File: config.mk
export PLATFORM = sky130hd
export DESIGN_NAME = j_zdet_pipe
export DESIGN_NICKNAME = d
export VERILOG_FILES = /design/src/rtl/j_zdet_pipe.sv
export SDC_FILE = /design/constraint.sdc
export NUM_CORES = 1
export LEC_CHECK = 0
export ABC_CLOCK_PERIOD_IN_PS = 5300
export CAP_MARGIN = 25
export CORE_MARGIN = 2
export CORE_UTILIZATION = 59
export CTS_BUF_LIST = sky130_fd_sc_hd__clkbuf_4 sky130_fd_sc_hd__clkbuf_8
export DETAILED_ROUTE_END_ITERATION = 16
export HOLD_SLACK_MARGIN = 0.1
export MAX_ROUTING_LAYER = met4
export PLACE_DENSITY = 0.88
export SLEW_MARGIN = 0
export SYNTH_ARGS = -nofsm -noshare
export SYNTH_HDL_FRONTEND = slang
export SYNTH_SLANG_ARGS = --single-unit
File: constraint.sdc
create_clock -name sys_clk -period 5.3 [get_ports sys_clk]
set_clock_uncertainty 0.1 [all_clocks]
set_input_delay 1.325 -clock sys_clk [delete_from_list [all_inputs] [get_ports sys_clk]]
set_output_delay 1.325 -clock sys_clk [all_outputs]
set_load 0.01 [all_outputs]
File: src/rtl/j_zdet_pipe.sv
// Burst zero / all-ones detector: 2-cycle pipeline from last-word accept to out_valid.
// The whole pipeline stalls together while a result is waiting for out_ready.
module j_zdet_pipe #(
    parameter int WIDTH = 32,
    parameter int GROUP = 4,
    parameter int IDXW  = 5,
    parameter int CNTW  = 8
) (
    input  logic             sys_clk,
    input  logic             reset,
    input  logic             in_valid,
    output logic             in_ready,
    input  logic [WIDTH-1:0] in_data,
    input  logic             in_last,
    input  logic             mode,
    output logic             out_valid,
    input  logic             out_ready,
    output logic             out_zero,
    output logic [IDXW-1:0]  out_idx,
    output logic [CNTW-1:0]  out_word
);
    localparam int NGRP = WIDTH / GROUP;
    localparam logic [CNTW-1:0] CNT_MAX = '1;

    logic             advance;
    logic             accept;
    logic             mode_eff;
    logic [WIDTH-1:0] chk_word;

    logic             first_q, first_d;
    logic             mode_q, mode_d;
    logic             s1_vld_q, s1_vld_d;
    logic             s1_last_q, s1_last_d;
    logic [NGRP-1:0]  s1_grp_q, s1_grp_d;
    logic [IDXW-1:0]  s1_idx_q, s1_idx_d;

    logic             s2_vld_q, s2_vld_d;
    logic             s2_last_q, s2_last_d;
    logic             acc_match_q, acc_match_d;
    logic [IDXW-1:0]  acc_idx_q, acc_idx_d;
    logic [CNTW-1:0]  acc_word_q, acc_word_d;
    logic [CNTW-1:0]  acc_cnt_q, acc_cnt_d;

    logic             base_clr;
    logic             base_match;
    logic [IDXW-1:0]  base_idx;
    logic [CNTW-1:0]  base_word;
    logic [CNTW-1:0]  base_cnt;
    logic             word_match;

    logic             out_valid_q, out_valid_d;
    logic             out_zero_q, out_zero_d;
    logic [IDXW-1:0]  out_idx_q, out_idx_d;
    logic [CNTW-1:0]  out_word_q, out_word_d;

    assign advance  = ~out_valid_q | out_ready;
    assign in_ready = advance & ~reset;
    assign accept   = in_valid & in_ready;

    // Stage 1: mode is latched on a burst's first word and reused after that.
    always_comb begin
        mode_eff  = first_q ? mode : mode_q;
        chk_word  = mode_eff ? ~in_data : in_data;
        first_d   = first_q;
        mode_d    = mode_q;
        s1_vld_d  = s1_vld_q;
        s1_last_d = s1_last_q;
        s1_grp_d  = s1_grp_q;
        s1_idx_d  = s1_idx_q;
        if (accept) begin
            first_d = in_last;
            mode_d  = mode_eff;
        end
        if (advance) begin
            s1_vld_d  = accept;
            s1_last_d = in_last;
            for (int g = 0; g < NGRP; g++) begin
                s1_grp_d[g] = ~|chk_word[g*GROUP +: GROUP];
            end
            s1_idx_d = '0;
            for (int i = WIDTH - 1; i >= 0; i--) begin
                if (chk_word[i]) s1_idx_d = IDXW'(i);
            end
        end
    end

    // Stage 2: a burst that just finished in stage 2 starts the next from a clean accumulator.
    always_comb begin
        base_clr    = s2_vld_q & s2_last_q;
        base_match  = base_clr ? 1'b1 : acc_match_q;
        base_idx    = base_clr ? '0 : acc_idx_q;
        base_word   = base_clr ? '0 : acc_word_q;
        base_cnt    = base_clr ? '0 : acc_cnt_q;
        word_match  = &s1_grp_q;
        s2_vld_d    = s2_vld_q;
        s2_last_d   = s2_last_q;
        acc_match_d = acc_match_q;
        acc_idx_d   = acc_idx_q;
        acc_word_d  = acc_word_q;
        acc_cnt_d   = acc_cnt_q;
        if (advance) begin
            s2_vld_d    = s1_vld_q;
            s2_last_d   = s1_last_q;
            acc_match_d = base_match;
            acc_idx_d   = base_idx;
            acc_word_d  = base_word;
            acc_cnt_d   = base_cnt;
            if (s1_vld_q) begin
                acc_match_d = base_match & word_match;
                if (base_match & ~word_match) begin
                    acc_idx_d  = s1_idx_q;
                    acc_word_d = base_cnt;
                end
                acc_cnt_d = (base_cnt == CNT_MAX) ? CNT_MAX : base_cnt + 1'b1;
            end
        end
    end

    always_comb begin
        out_valid_d = out_valid_q;
        out_zero_d  = out_zero_q;
        out_idx_d   = out_idx_q;
        out_word_d  = out_word_q;
        if (advance) begin
            out_valid_d = s2_vld_q & s2_last_q;
            if (s2_vld_q & s2_last_q) begin
                out_zero_d = acc_match_q;
                out_idx_d  = acc_match_q ? '0 : acc_idx_q;
                out_word_d = acc_match_q ? '0 : acc_word_q;
            end
        end
    end

    always_ff @(posedge sys_clk) begin
        if (reset) begin
            first_q     <= 1'b1;
            mode_q      <= 1'b0;
            s1_vld_q    <= 1'b0;
            s1_last_q   <= 1'b0;
            s1_grp_q    <= '0;
            s1_idx_q    <= '0;
            s2_vld_q    <= 1'b0;
            s2_last_q   <= 1'b0;
            acc_match_q <= 1'b1;
            acc_idx_q   <= '0;
            acc_word_q  <= '0;
            acc_cnt_q   <= '0;
            out_valid_q <= 1'b0;
            out_zero_q  <= 1'b0;
            out_idx_q   <= '0;
            out_word_q  <= '0;
        end else begin
            first_q     <= first_d;
            mode_q      <= mode_d;
            s1_vld_q    <= s1_vld_d;
            s1_last_q   <= s1_last_d;
            s1_grp_q    <= s1_grp_d;
            s1_idx_q    <= s1_idx_d;
            s2_vld_q    <= s2_vld_d;
            s2_last_q   <= s2_last_d;
            acc_match_q <= acc_match_d;
            acc_idx_q   <= acc_idx_d;
            acc_word_q  <= acc_word_d;
            acc_cnt_q   <= acc_cnt_d;
            out_valid_q <= out_valid_d;
            out_zero_q  <= out_zero_d;
            out_idx_q   <= out_idx_d;
            out_word_q  <= out_word_d;
        end
    end

    assign out_valid = out_valid_q;
    assign out_zero  = out_zero_q;
    assign out_idx   = out_idx_q;
    assign out_word  = out_word_q;

endmodule

## Word-level counts from Yosys, hierarchy flattened

Index checks and enable logic that the tools add are counted.

| word-level totals | value |
|---|---|
| flip-flop bits (word level) | 56 |
| bits in latches | 0 |
| RAM bits | 0 |
| bits in read-only memories | 0 |
| input port bits | 38 |
| output and inout port bits | 16 |
| word-level logic and storage cells | 93 |
| memories kept | 0 |

| operators by class | value |
|---|---|
| add/sub/neg operators | 1 |
| multipliers | 0 |
| div/mod/pow operators | 0 |
| $lt $le $gt $ge | 0 |
| eq/ne operators | 1 |
| shift-type cells | 0 |
| muxes and demuxes | 47 |
| bitwise gates (word level) | 10 |
| reduce and logical (&&, ||, !) cells | 18 |

Operators by type and width:

| operator | number |
|---|---|
| two-way mux 5 bit | 36 |
| two-way mux 8 bit | 7 |
| two-way mux 32 bit | 1 |
| inverter 32 bit | 1 |
| OR reduction 4 bit | 8 |
| adder 8 x 1 -> 8 bit, second input constant | 1 |
| equality test 8 bit, second input constant | 1 |
| zero test 1 bit | 8 |
| AND reduction 8 bit | 1 |
| AND 1 bit | 5 |
| two-way mux 1 bit | 3 |
| inverter 1 bit | 3 |
| AND reduction 2 bit | 1 |
| bitwise OR 1 bit | 1 |

## Depth between registers and ports, before layout

| depth | value |
|---|---|
| depth in word-level cells | 34 |
| depth in mapped cells | 10 |
| depth with buffers taken out | 9 |

## Worst setup path before layout

Ideal clock, no wire load.

| timing path | value |
|---|---|
| kind | input -> output |
| start | input port reset |
| end | output port in_ready |
| arrival time | 1753 ps |
| required time | 3875 ps |
| path slack | 2122 ps |
| cell stages on the path | 2 |
| buffers on the path | 1 |
| path through | clkbuf_1 -> nor2_1 |

| on the way | value |
|---|---|
| word-level cells in the longest chain between the ends | 2 |

RTL lines:

| what | line | text |
|---|---|---|
| start: declaration | 10 | `input logic reset,` |
| inverter 1 bit | 57 | `assign in_ready = advance & ~reset;` |
| AND 1 bit | 57 |  |
| end: declaration | 12 | `output logic in_ready,` |

No other way between the ends.

## Final worst setup path

| timing path | value |
|---|---|
| start | input port out_ready |
| end | output port in_ready |

| on the way | value |
|---|---|
| word-level cells in the longest chain between the ends | 2 |

RTL lines:

| what | line | text |
|---|---|---|
| start: declaration | 17 | `input logic out_ready,` |
| bitwise OR 1 bit | 56 | `assign advance = ~out_valid_q \| out_ready;` |
| AND 1 bit | 57 |  |

No other way between the ends.

==> impl_metrics.env <==
export IMPL_status="finished clean"
export IMPL_syn_nets=434
export IMPL_die_area_mm2=0.00572
export IMPL_rsz0062_at_grt="no"
export IMPL_rows=26
export IMPL_hp_class="reg -> reg"
export IMPL_drtIter0Drc=202
export IMPL_clkTransAtPathRegs_ps=100
export IMPL_path_class="in -> out"
export IMPL_fin_crit_ps=4310
export IMPL_max_cap_viol_count=0
export IMPL_hold_slack_ps=354
export IMPL_cts_buffer_depth=2
export IMPL_synthArstFlopShare_pct=0
export IMPL_drv_slew=0
export IMPL_ir_drop_v=0.000162
export IMPL_grt_pass1_wl_mm=11.6
export IMPL_critPathRequiredTime_ps=3880
export IMPL_internal_power_uw=636
export IMPL_synthFlopType="dfxtp_1"
export IMPL_cts_tree="done"
export IMPL_cts_hold_buffers=0
export IMPL_cpPeakStageDelay_ps=600
export IMPL_power_leakage_nw=1.31
export IMPL_p_switching_uw=218
export IMPL_initial_core_util_pct=60.0
export IMPL_place_congestion=0.881
export IMPL_htree_levels=2
export IMPL_viasPerCell=5.94
export IMPL_crit_chain="clkdlybuf4s50_1 > nor2b_1 > buf_4 > nor2_1 > clkdlybuf4s50_1"
export IMPL_worstReg2RegStart="s2_vld_q"
export IMPL_cpMaxStageDelayCell="clkdlybuf4s50_1"
export IMPL_hold_viol=0
export IMPL_drc=0
export IMPL_critPathMaxFanout=10
export IMPL_setup_ws_ps=986
export IMPL_arrival_ps=2890
export IMPL_die_w_um=75.6
export IMPL_ys_ff_latch=56
export IMPL_worstSetupStartpointType="input port"
export IMPL_hold_start="out_idx[2]"
export IMPL_final_cells=509
export IMPL_synth_area_mm2=0.00303
export IMPL_seq_area_frac_synth_pct=37.0
export IMPL_cts_made_buffers=5
export IMPL_avgRoutedWirePerCell_um=13.9
export IMPL_routed_wl_mm=7.07
export IMPL_clk_latency_ps=310
export IMPL_die_h_um=75.6
export IMPL_fin_tns_setup_ps=0
export IMPL_ys_types=53
export IMPL_num_nets_final=477
export IMPL_ys_warn_count=0
export IMPL_comb_power_share_pct=14.8
export IMPL_worstSetupStartpoint="out_ready"
export IMPL_cts_setup_buffers=0
export IMPL_setup_violations_final=0
export IMPL_cts_resized=0
export IMPL_place_inst=501
export IMPL_route_vias_total=3024
export IMPL_antenna_found_initial=0
export IMPL_fmax_mhz=232
export IMPL_drt_pre_antenna_iters=5
export IMPL_antenna_left=0
export IMPL_core_region_area_mm2=0.00504
export IMPL_clock_sink_count=56
export IMPL_dp_hpwl_mm=5.13
export IMPL_globalRoute_totalOverflow=0
export IMPL_ios=54
export IMPL_grt_max_degree=44
export IMPL_drive_above_1_share_pct=5.01
export IMPL_powerDensity_mw_per_mm2=231
export IMPL_grt_pass1_vias=2599
export IMPL_clock_power_share_pct=34.0
export IMPL_endpoint_kind="output port"
export IMPL_slew_limit_headroom_pct=23.4
export IMPL_synth_edf_count=0
export IMPL_syn_inst=395
export IMPL_fin_crit_sh_pct=81.4
export IMPL_dp_worst_setup_slack_ps=994
export IMPL_gr_usage_all_layers_pct=26.8
export IMPL_pwr_share_seq_pct=51.2
export IMPL_syn_to_final_growth_pct=22.4
export IMPL_worstMarginPinSlew_ps=1140
export IMPL_io_buffer_count=53
export IMPL_post_route_util_pct=73.5
export IMPL_netSwitchingFraction_pct=25.5
export IMPL_syn_avg_cell_area_um2=7.67
export IMPL_diodes=0
export IMPL_root_buffer="clkbuf_8"
export IMPL_cp_common_cell="clkdlybuf4s50_1"
## path summary, 6_finish.rpt
path             endpoint  slack, ps  depth (start not counted)
max              in_ready        990                          5
min            out_idx[2]        350                          2
max reg2reg  acc_cnt_q[7]       2700                          9
min reg2reg    out_idx[2]        350                          2
## kinds of logic (layout without fill, tap and decap cells)
group           Yosys count  count (layout)  synth area share (%)
compound gates          118             118                  25.8
xor+xnor                  1               1                 0.289
fa+ha+maj                 1               1                 0.413
buf+inv                  28              72                  3.84
flops                    56              56                  37.0
mux                       2               2                 0.950
simple gates            189             189                  31.7
## cell type report
| class | count | area (µm²) |
|---|---|---|
| clock inverter | 2 | 38.8 |
| clock buffer | 6 | 76.3 |
| fill | 394 | 1340 |
| tap | 70 | 87.6 |
| timing repair buffer | 58 | 568 |
| sequential | 56 | 1120 |
| inverter | 6 | 22.5 |
| multi-input combinational | 311 | 1790 |
## Yosys cell counts (3+ instances only)
cell / count / area share, %
dfxtp_1: 56 / 37
nand2_1: 54 / 6.7
a21oi_1: 39 / 6.4
nor2_1: 37 / 4.6
nor3_1: 19 / 3.1
clkbuf_1: 18 / 2.2
nand3b_1: 16 / 4.0
nand3_1: 15 / 2.5
o21ai_0: 13 / 2.1
a211oi_1: 12 / 3.0
a22o_1: 12 / 3.5
nand2b_1: 9 / 1.9
a31oi_1: 8 / 1.7
nor2b_1: 7 / 1.4
inv_1: 6 / 0.74
nand4_1: 6 / 1.2
or3_1: 6 / 1.2
o31ai_1: 5 / 1.2
a22oi_1: 4 / 0.99
a311oi_1: 3 / 0.87
and2_1: 3 / 0.62
and3_1: 3 / 0.62
buf_2: 3 / 0.50
nor3b_1: 3 / 0.74
nor4_1: 3 / 0.62
o22ai_1: 3 / 0.62
## cell usage in the layout, fill, tap and decap left out, types with 6 or more instances in the layout
master and count:
nor2b_1 7, nand2_1 54, dfxtp_1 56, a21oi_1 39, a22o_1 12, a211oi_1 12
nand2b_1 9, nand3_1 15, inv_1 6, nor3_1 19, a31oi_1 8, nand3b_1 16
or3_1 6, clkdlybuf4s50_1 53, o21ai_0 13, nand4_1 6, nor2_1 37
## critical path: cells and delay by family
family	cells	cell delay, ps
buf+inv	3	1260
simple gates	2	300
## routing by layer
| metal | wire length (µm) | global-route usage (%) |
|---|---|---|
| met5 | 0 | - |
| met4 | 90 | 9.16 |
| met3 | 339 | 3.84 |
| met2 | 3340 | 41.2 |
| met1 | 3310 | 36.3 |
## through the flow
stage               cell area (µm²)  power [mW]
floorplan                      3030       0.518
global placement               3590       0.569
detailed placement             3590       0.572
CTS                            3700       0.857
global route                   3700       0.888
finish                         3700       0.855
## registers in the layout (all words and copies together) (netlist names)
name / cells
acc_cnt_q: 8
out_valid: 1
s2_last_q: 1
acc_idx_q: 5
acc_match_q: 1
s2_vld_q: 1
out_zero: 1
s1_grp_q: 8
out_word: 8
mode_q: 1
s1_idx_q: 5
s1_last_q: 1
out_idx: 5
acc_word_q: 8
s1_vld_q: 1
first_q: 1
## power groups by stage
stage	logic (mW)	clock network, mW	registers (mW)
2_1_floorplan	0.0742	0	0.443
3_3_place_gp	0.122	0	0.446
3_5_place_dp	0.125	0	0.447
4_1_cts	0.126	0.293	0.437
5_1_grt	0.140	0.309	0.439
6_report	0.127	0.290	0.438
No activity file was read; power rests on OpenSTA's default activity.
